===== src/rtl/mem_port_arbiter.sv =====
// mem_port_arbiter
//   Two-client front end for the single-port word memory. Client 0 (imem) and
//   client 1 (dmem) requests are merged onto the memory put channel with
//   round-robin arbitration. The issuing client of every accepted request is
//   recorded in an in-order tag FIFO, and each memory response is routed back
//   to the client at the FIFO head.
//
// Ports
//   CLK, RST                 clock, synchronous active-high reset
//   cK_req_valid/ready/req   client K request channel (K = 0, 1)
//   cK_resp_valid/ready/resp client K response channel
//   mem_put_valid/ready/request     request channel to memory
//   mem_get_ready/valid/response    response channel from memory
//                                   (mem_get_valid dequeues the response)
//   err_orphan               sticky flag: response offered with no tag outstanding
//
// Ops are {byte_en[3:0], addr[31:0], data[31:0]}; byte_en == 0 is a read.

module mem_port_arbiter #(
  parameter int OP_W      = 68,
  parameter int TAG_DEPTH = 4
) (
  input  logic            CLK,
  input  logic            RST,

  input  logic            c0_req_valid,
  output logic            c0_req_ready,
  input  logic [OP_W-1:0] c0_req,
  output logic            c0_resp_valid,
  input  logic            c0_resp_ready,
  output logic [OP_W-1:0] c0_resp,

  input  logic            c1_req_valid,
  output logic            c1_req_ready,
  input  logic [OP_W-1:0] c1_req,
  output logic            c1_resp_valid,
  input  logic            c1_resp_ready,
  output logic [OP_W-1:0] c1_resp,

  output logic            mem_put_valid,
  input  logic            mem_put_ready,
  output logic [OP_W-1:0] mem_put_request,
  input  logic            mem_get_ready,
  output logic            mem_get_valid,
  input  logic [OP_W-1:0] mem_get_response,

  output logic            err_orphan
);

  localparam int PTR_W = (TAG_DEPTH > 1) ? $clog2(TAG_DEPTH) : 1;
  localparam int CNT_W = PTR_W + 1;
  localparam logic [CNT_W-1:0] FULL_CNT = CNT_W'(TAG_DEPTH);

  logic [TAG_DEPTH-1:0] tag_q;
  logic [PTR_W-1:0]     wr_ptr;
  logic [PTR_W-1:0]     rd_ptr;
  logic [CNT_W-1:0]     count;
  logic                 last_grant;

  logic full;
  logic empty;
  logic winner;
  logic head;
  logic push;
  logic pop;

  // Fullness comes from the registered count only: a pop in the same cycle
  // does not free a slot for a request until the next cycle.
  assign full  = (count == FULL_CNT);
  assign empty = (count == '0);
  assign head  = tag_q[rd_ptr];

  // Round robin: on a tie the client that did not win last time goes next.
  always_comb begin
    winner = 1'b0;
    if (c0_req_valid && c1_req_valid) begin
      winner = ~last_grant;
    end else if (c1_req_valid) begin
      winner = 1'b1;
    end
  end

  // Handshake outputs are held low during reset so that neither clients nor
  // memory see a transfer that the cleared tag FIFO would not account for.
  assign mem_put_valid   = !RST && (c0_req_valid || c1_req_valid) && !full;
  assign mem_put_request = winner ? c1_req : c0_req;
  assign c0_req_ready    = !RST && !winner && mem_put_ready && !full;
  assign c1_req_ready    = !RST &&  winner && mem_put_ready && !full;

  // Response side uses only tag state and get-side inputs; memory put_ready
  // may depend on get_valid, so any put-side term here would form a loop.
  assign c0_resp_valid = !RST && !empty && !head && mem_get_ready;
  assign c1_resp_valid = !RST && !empty &&  head && mem_get_ready;
  assign c0_resp       = mem_get_response;
  assign c1_resp       = mem_get_response;
  assign mem_get_valid = !RST && !empty && mem_get_ready &&
                         (head ? c1_resp_ready : c0_resp_ready);

  assign push = mem_put_valid && mem_put_ready;
  assign pop  = mem_get_valid;

  always_ff @(posedge CLK) begin
    if (RST) begin
      tag_q      <= '0;
      wr_ptr     <= '0;
      rd_ptr     <= '0;
      count      <= '0;
      last_grant <= 1'b1;
      err_orphan <= 1'b0;
    end else begin
      if (push) begin
        tag_q[wr_ptr] <= winner;
        wr_ptr        <= wr_ptr + PTR_W'(1);
        last_grant    <= winner;
      end
      if (pop) begin
        rd_ptr <= rd_ptr + PTR_W'(1);
      end
      case ({push, pop})
        2'b10:   count <= count + CNT_W'(1);
        2'b01:   count <= count - CNT_W'(1);
        default: count <= count;
      endcase
      if (mem_get_ready && empty) begin
        err_orphan <= 1'b1;
      end
    end
  end

endmodule


===== config.mk =====
export PLATFORM = sky130hd
export DESIGN_NAME = mem_port_arbiter
export DESIGN_NICKNAME = d
export VERILOG_FILES = /design/src/rtl/mem_port_arbiter.sv
export SDC_FILE = /design/constraint.sdc
export NUM_CORES = 1
export LEC_CHECK = 0
export BUFFER_PORTS_ARGS = -buffer_cell sky130_fd_sc_hd__buf_2
export CAP_MARGIN = 10
export CORE_AREA = 2 2 165 167
export DETAILED_ROUTE_END_ITERATION = 8
export DIE_AREA = 0 0 167 169
export HOLD_SLACK_MARGIN = 0.12
export SETUP_SLACK_MARGIN = 0.3
export SYNTH_ARGS = -nofsm -noshare
export SYNTH_HDL_FRONTEND = slang
export SYNTH_SLANG_ARGS = --single-unit

===== constraint.sdc =====
create_clock -name CLK -period 3 [get_ports CLK]
set_clock_uncertainty 0.15 [all_clocks]
set_input_delay 0.9 -clock CLK [delete_from_list [all_inputs] [get_ports CLK]]
set_output_delay 0.9 -clock CLK [all_outputs]
set_load 0.005 [all_outputs]

==> results.md, run 1 <==
* Period utilisation layout at 0.957
* Total of max-cap violations at 0
* Fin crit period at 2.87 ns
* Clock-pin slew on the worst setup and hold paths at 0.04 ns
* Peak supply drop at 0.325 mV
* Sequential standard cell area at 262 sq um
* Total Routed Length at 14,700 um
* RSZ-0062 raised after global routing: yes
* Outcome: complete, no violations
* Largest net degree at the start of global routing at 26
* Leading area contributor after synthesis: buf_4
* Max Freq at 348 MHz
* Hold buffers post-CTS at 0
* Syn Nets at 659
* Endpoint type of the worst setup path: primary output
* Wire length per cell at 16.9 um
* Gr ovfl total at 0
* Num ports at 423
* Seq/Total Area, Yosys at 0.0998
* Setup_tns at 0 ns
* Layout cells sized above 1 at 0.589
* Register-to-register setup slack at 0.46 ns
* Vias post-DR at 2,974
* Setup CP Type: in -> out
* Slowest CP cell: and2_4
* R2r startpoint: rd_ptr[1]
* Die ar. at 0.0282 sq mm
* First-pass GRT wire length at 18,500 um
* Clk root buf: clkbuf_16
* Die W at 167 um
* Routability cong. at 0.753
* Total GRT Usage at 0.0886
* Slew Limit Headroom at 0.748
* Htree depth at 1
* # rows at 60
* Slew at the pin closest to its max-slew limit at 0.377 ns
* Hold EP: err_orphan
* Syn-to-layout area delta at 46.8%
* Vias in the first global route at 2,761
* Initial antenna violation count at 2
* Filler Cells Inserted at 3,096
* Most frequent cell after synthesis: nand2_1
* Gate Count Post-Synth at 441
* Synth Register Bits at 13
* Ys flop type: dfxtp_1
* Synth warn at 0
* CP Data Required Time at 1.95 ns
* Worst Hold Class: reg -> reg
* Mapped Area at 0.00261 sq mm
* Via-per-instance ratio at 3.41
* Final-report hold violation count at 0
* Slew Viols, Final at 0
* Hold path cells at 2
* FFs w/ async S/R, synth at 0
* CTS tree: yes
* Crit path largest cell delay at 0.23 ns
* Footprint of the multi-input gates at 0.00150 sq mm
* Final setup vio count at 0
* Worst path cell trace: buf_8 -> nand2_4 -> and2_4 -> buf_12 -> clkbuf_16 -> nand2_2 -> nand2_1 -> buf_2
* Reg2Reg Depth at 11
* Pre-Repair DR Iteration Count at 4
* Power Dens Cells at 251 mW/mm^2
* Post-synth top cells: nand2_1, buf_4, clkbuf_1
* Final #Nets at 749
* Hold path start: err_orphan
* Diodes inserted at 0
* Bufs and invs on worst path at 4
* Post-synth EDFFs at 0
* Height of the die at 169 um
* Synth area leaders: buf_4, nand2_1, dfxtp_1
* DRC at 0
* Syn_area_per_cell at 5.92 sq um
* FF-to-FF End: count[2]
* Clk_lat worst skew at 0.24 ns
* Dpl hpwl at 11,300 um
* Synth unique cells at 27
* Initial Util at 0.0984
* CTS Buf Count at 3
* Initial drt markers at 126
* Max clock buf depth at 2
* PortBufs at 218
* Leakage at 2.15 nW
* CTS Sinks at 13
* Total Power at 961 uW
* Critical Path AT at 1.82 ns
* ANT nets after route at 0
* Critical Path Fanout Max at 6
* Top delay family on crit path: buffers and inverters
* Core area at 0.0265 sq mm
* Critical path launch point type: primary input
* Yosys top cell area share at 0.391
==> metal layers <==
metal	up-vias	track usage	wire length [um]
li1	1381	-	-
met1	1264	0.0972	5020
met2	260	0.131	6360
met3	65	0.0599	2630
met4	4	0.0405	697
met5	-	0.00696	23
==> what timing repair did <==
item / CTS / global route
pin swaps: 11 / 31
resized for setup: 35 / 68
gates cloned: 4 / 4
endpoints found under the setup margin: 73 / 75
endpoints found under the hold margin: 0 / 0
setup buffers: 5 / 0
==> placed cells by master, fill, tap and decap left out, types with 2 or more instances in the layout <==
| cell | netlist | routed |
|---|---|---|
| nor2b_1 | 2 | 2 |
| nand2_4 | 0 | 17 |
| inv_1 | 8 | 7 |
| clkbuf_16 | 0 | 6 |
| buf_4 | 136 | 6 |
| a21oi_1 | 4 | 3 |
| nor2_1 | 12 | 10 |
| ha_1 | 5 | 4 |
| buf_16 | 0 | 4 |
| nand2_1 | 215 | 160 |
| nor3_1 | 2 | 2 |
| o21ai_1 | 2 | 2 |
| mux2i_1 | 10 | 7 |
| xor2_1 | 2 | 2 |
| buf_6 | 0 | 14 |
| mux2i_2 | 0 | 3 |
| buf_2 | 3 | 204 |
| dfxtp_1 | 13 | 12 |
| nand2_2 | 0 | 38 |
| buf_12 | 0 | 5 |
==> sequential cells by signal, indices dropped and copies added, names as in the netlist <==
| name | count |
|---|---|
| last_grant | 1 |
| wr_ptr | 2 |
| rd_ptr | 2 |
| count | 3 |
| err_orphan | 1 |
| tag_q | 4 |
==> power by group <==
group	switching [mW]	leakage (nW)	internal, mW
Sequential	0.00690	0.106	0.181
Combinational	0.261	2.01	0.266
Clock	0.0679	0.0382	0.179
==> kinds of logic after synthesis <==
kind of cell | count (synthesis) | share of synthesized area
muxes | 11 | 0.0427
AOI/OAI and AO/OA | 10 | 0.0269
xor gates and xnor gates | 3 | 0.0101
buffers and inverters | 161 | 0.429
adders and majority gates | 6 | 0.0317
and+or+nand+nor | 237 | 0.360
DFF | 13 | 0.0998
==> how the worst max path moves through the flow <==
stage                     cells past startpoint  slack, ns                   to         start
after floorplan                               9       0.23             count[2]           RST
after global placement                        7       0.01  mem_put_request[20]  c0_req_valid
after detailed placement                      7       0.02  mem_put_request[20]  c0_req_valid
after CTS                                     8       0.11  mem_put_request[53]  c0_req_valid
after global routing                          8       0.06  mem_put_request[50]  c0_req_valid
final                                         8       0.13  mem_put_request[53]  c0_req_valid
==> final cells by class <==
class	count	area share
multi-input cells	267	0.392
flip-flops and latches	13	0.0683
repair buffers	238	0.400
inverters	8	0.00784
clock buffers	4	0.0206
well taps	341	0.111
==> through the flow <==
step	setup slack [ns]	utilization	hold slack, ns	instance area, sq um	instances
floorplan	0.233	-	0.288	2650	441
global placement	0.0135	0.120	0.300	3170	854
detailed placement	0.0158	0.120	0.303	3170	854
CTS	0.113	0.133	0.322	3520	867
global route	0.0642	0.145	0.340	3830	871
finish	0.129	0.145	0.320	3830	871
==> tightest hold or removal path: stages (launching register included) <==
cell and delay, ns:
dfxtp_1 0.32, a21oi_1 0.04, nor2_1 0.07
Power figures use the tool's default switching activity.
==> run 2: changes to the inputs <==
--- a/config.mk
+++ b/config.mk
@@ -5,7 +5,7 @@
 export SDC_FILE = /design/constraint.sdc
 export NUM_CORES = 1
 export LEC_CHECK = 0
-export BUFFER_PORTS_ARGS = -buffer_cell sky130_fd_sc_hd__buf_2
+export BUFFER_PORTS_ARGS = -buffer_cell sky130_fd_sc_hd__buf_4
 export CAP_MARGIN = 10
 export CORE_AREA = 2 2 165 167
 export DETAILED_ROUTE_END_ITERATION = 8
==> run 2 against run 1 <==
Utilization is 2.3 points higher. Largest power group unchanged. Register-to-register slack about the same. Cell area grew 16%. Sequential cell count unchanged. Worst hold slack barely moved.
==> results.md, run 2 (synthesis gave the netlist of run 1 again) <==
* DP Area at 0.00371 sq mm (+17%)
* Hold path start: tag_q[2]
* Most common cell after layout, fill and taps aside: buf_4
* Outcome: complete, no violations
* Core area at 0.0265 sq mm (unchanged)
* Final cell count without fillers at 874 (+0.34%)
* RSZ-0062 raised after global routing: yes
* Final hold slack at 0.320 ns (+0.000212 ns)
* FF-to-FF End: count[2]
* Leakage at 2.38 nW (+10%)
* Footprint of the multi-input gates at 0.00152 sq mm (+1.3%)
* Clock-pin slew on the worst setup and hold paths at 0.05 ns (about the same)
* Peak supply drop at 0.212 mV (-35%)
* Period utilisation layout at 0.972 (+0.0148)
* Final worst slack at 0.0847 ns (-0.0443 ns)
* Fin crit period at 2.92 ns (+0.0443 ns)
* Via-per-instance ratio at 3.34 (-2.3%)
* Total GRT Usage at 0.0919 (+0.00328)
* Final design utilization at 0.168 (+0.0235)
* Gr ovfl total at 0 (unchanged)
* Register-to-register setup slack at 0.45 ns (about the same)
* Setup CP Type: in -> out
* Hold buffers post-CTS at 0 (unchanged)
* Clk_lat worst skew at 0.24 ns (about the same)
* Final #Nets at 752 (+0.40%)
* Critical Path Fanout Max at 7 (+1)
* Height of the die at 169 um (unchanged)
* DRC at 0 (unchanged)
* ANT nets after route at 0 (unchanged)
* Routability cong. at 0.784 (+4.0%)
* CTS tree: yes
* Final setup vio count at 0 (unchanged)
* Die ar. at 0.0282 sq mm (unchanged)
* Initial antenna violation count at 1 (-1)
* Vias in the first global route at 2,862 (+3.7%)
* Hold path cells at 2 (unchanged)
* Largest net degree at the start of global routing at 51 (+96%)
* Syn-to-layout area delta at 70.6%
* CTS Sinks at 13 (unchanged)
* Hold EP: tag_q[2]
* Max FFs per register at 4 (unchanged)
* Worst Hold Class: reg -> reg
* Critical path launch point type: primary input
* Slew at the pin closest to its max-slew limit at 0.367 ns (-0.00947 ns)
* CTS Buf Count at 3 (unchanged)
* # rows at 60 (unchanged)
* Total Power at 1.09 mW (+13%)
* Dpl ws at 0.0257 ns (+0.00989 ns)
* Die W at 167 um (unchanged)
* Htree depth at 1 (unchanged)
* Number of instances in the placed design at 854 (unchanged)
* Wire length per cell at 16.9 um (-0.11%)
* Max Freq at 343 MHz (-1.5%)
* Endpoint type of the worst setup path: primary output
* Biggest register: tag_q
* Total of max-cap violations at 0 (unchanged)
* Num ports at 423 (unchanged)
* Slew Limit Headroom at 0.754 (+0.00634)
* Setup_tns at 0 ns (unchanged)
* Initial drt markers at 133 (+5.6%)
* Reg2Reg Depth at 11 (unchanged)
* Commonest cells after routing, fill and taps aside: buf_4, nand2_1, nand2_2
* R2r startpoint: rd_ptr[1]
* Design Area, Final at 0.00445 sq mm (+16%)
* Max clock buf depth at 2 (unchanged)
* Final-report hold violation count at 0 (unchanged)
* PortBufs at 218 (unchanged)
* Vias post-DR at 2,917 (-1.9%)
* Sequential standard cell area at 262 sq um (unchanged)
* Clk root buf: clkbuf_16
* Power Dens Cells at 244 mW/mm^2 (-2.9%)
* Dpl hpwl at 11,500 um (+1.8%)
* Slew Viols, Final at 0 (unchanged)
* Critical Path AT at 1.87 ns (+0.05 ns)
* Filler Cells Inserted at 3,005 (-2.9%)
* Top Registers: tag_q: 4 flops, count: 3 flops
* Layout cells sized above 1 at 0.576 (-0.0127)
* First-pass GRT wire length at 19,000 um (+2.5%)
* Total Routed Length at 14,800 um (+0.24%)
* CP Data Required Time at 1.95 ns (about the same)
* Diodes inserted at 0 (unchanged)
* Pre-Repair DR Iteration Count at 4 (unchanged)
* Initial Util at 0.0984 (unchanged)
## run 2: cell types whose count changed in the layout (fill, tap and decap cells not counted), moves of 2 or more
cell | previous run | this run
nand2_4 | 17 | 22
buf_4 | 6 | 201
buf_12 | 5 | 7
buf_6 | 14 | 25
nand2_1 | 160 | 167
nand2_2 | 38 | 26
buf_2 | 204 | 0
## run 2: worst max-delay path: stages
cell     delay (ns)
buf_8          0.08
nand2_4        0.05
and2_4         0.17
buf_12         0.14
buf_12         0.13
buf_16         0.15
nand2_2        0.07
nand2_2        0.05
buf_6          0.11
## run 2: worst max path at each step
stage               slack (ns)         start                  end  cells past startpoint
finish                    0.08  c0_req_valid  mem_put_request[27]                      9
global placement          0.05  c0_req_valid  mem_put_request[55]                      7
global route              0.05  c0_req_valid  mem_put_request[27]                      9
CTS                       0.11  c0_req_valid  mem_put_request[40]                      9
floorplan                 0.23           RST             count[2]                      9
detailed placement        0.03           RST             count[2]                      9
## run 2: timing repair
item,CTS,global route
buffers inserted,7,2
gates resized for setup,57,55
setup endpoints to repair,74,74
pin swaps,14,23
cloned,5,2
## run 2: area by class of cell
cell class	instances	area share
Clock buffer	4	0.0177
Inverter	8	0.00675
Sequential cell	13	0.0587
Timing Repair Buffer	241	0.479
Multi-Input combinational cell	267	0.342
Tap cell	341	0.0958
## run 2: routing by layer
metal	track usage	wire, um
met2	0.136	6500
met3	0.0627	2510
met5	0.00522	9
met1	0.0985	5040
met4	0.0476	714
## run 2: where the power goes
part	internal, mW	switching [mW]	total, mW
logic	0.375	0.267	0.642
clock network	0.180	0.0763	0.256
registers	0.181	0.00681	0.188
total	0.735	0.350	1.09
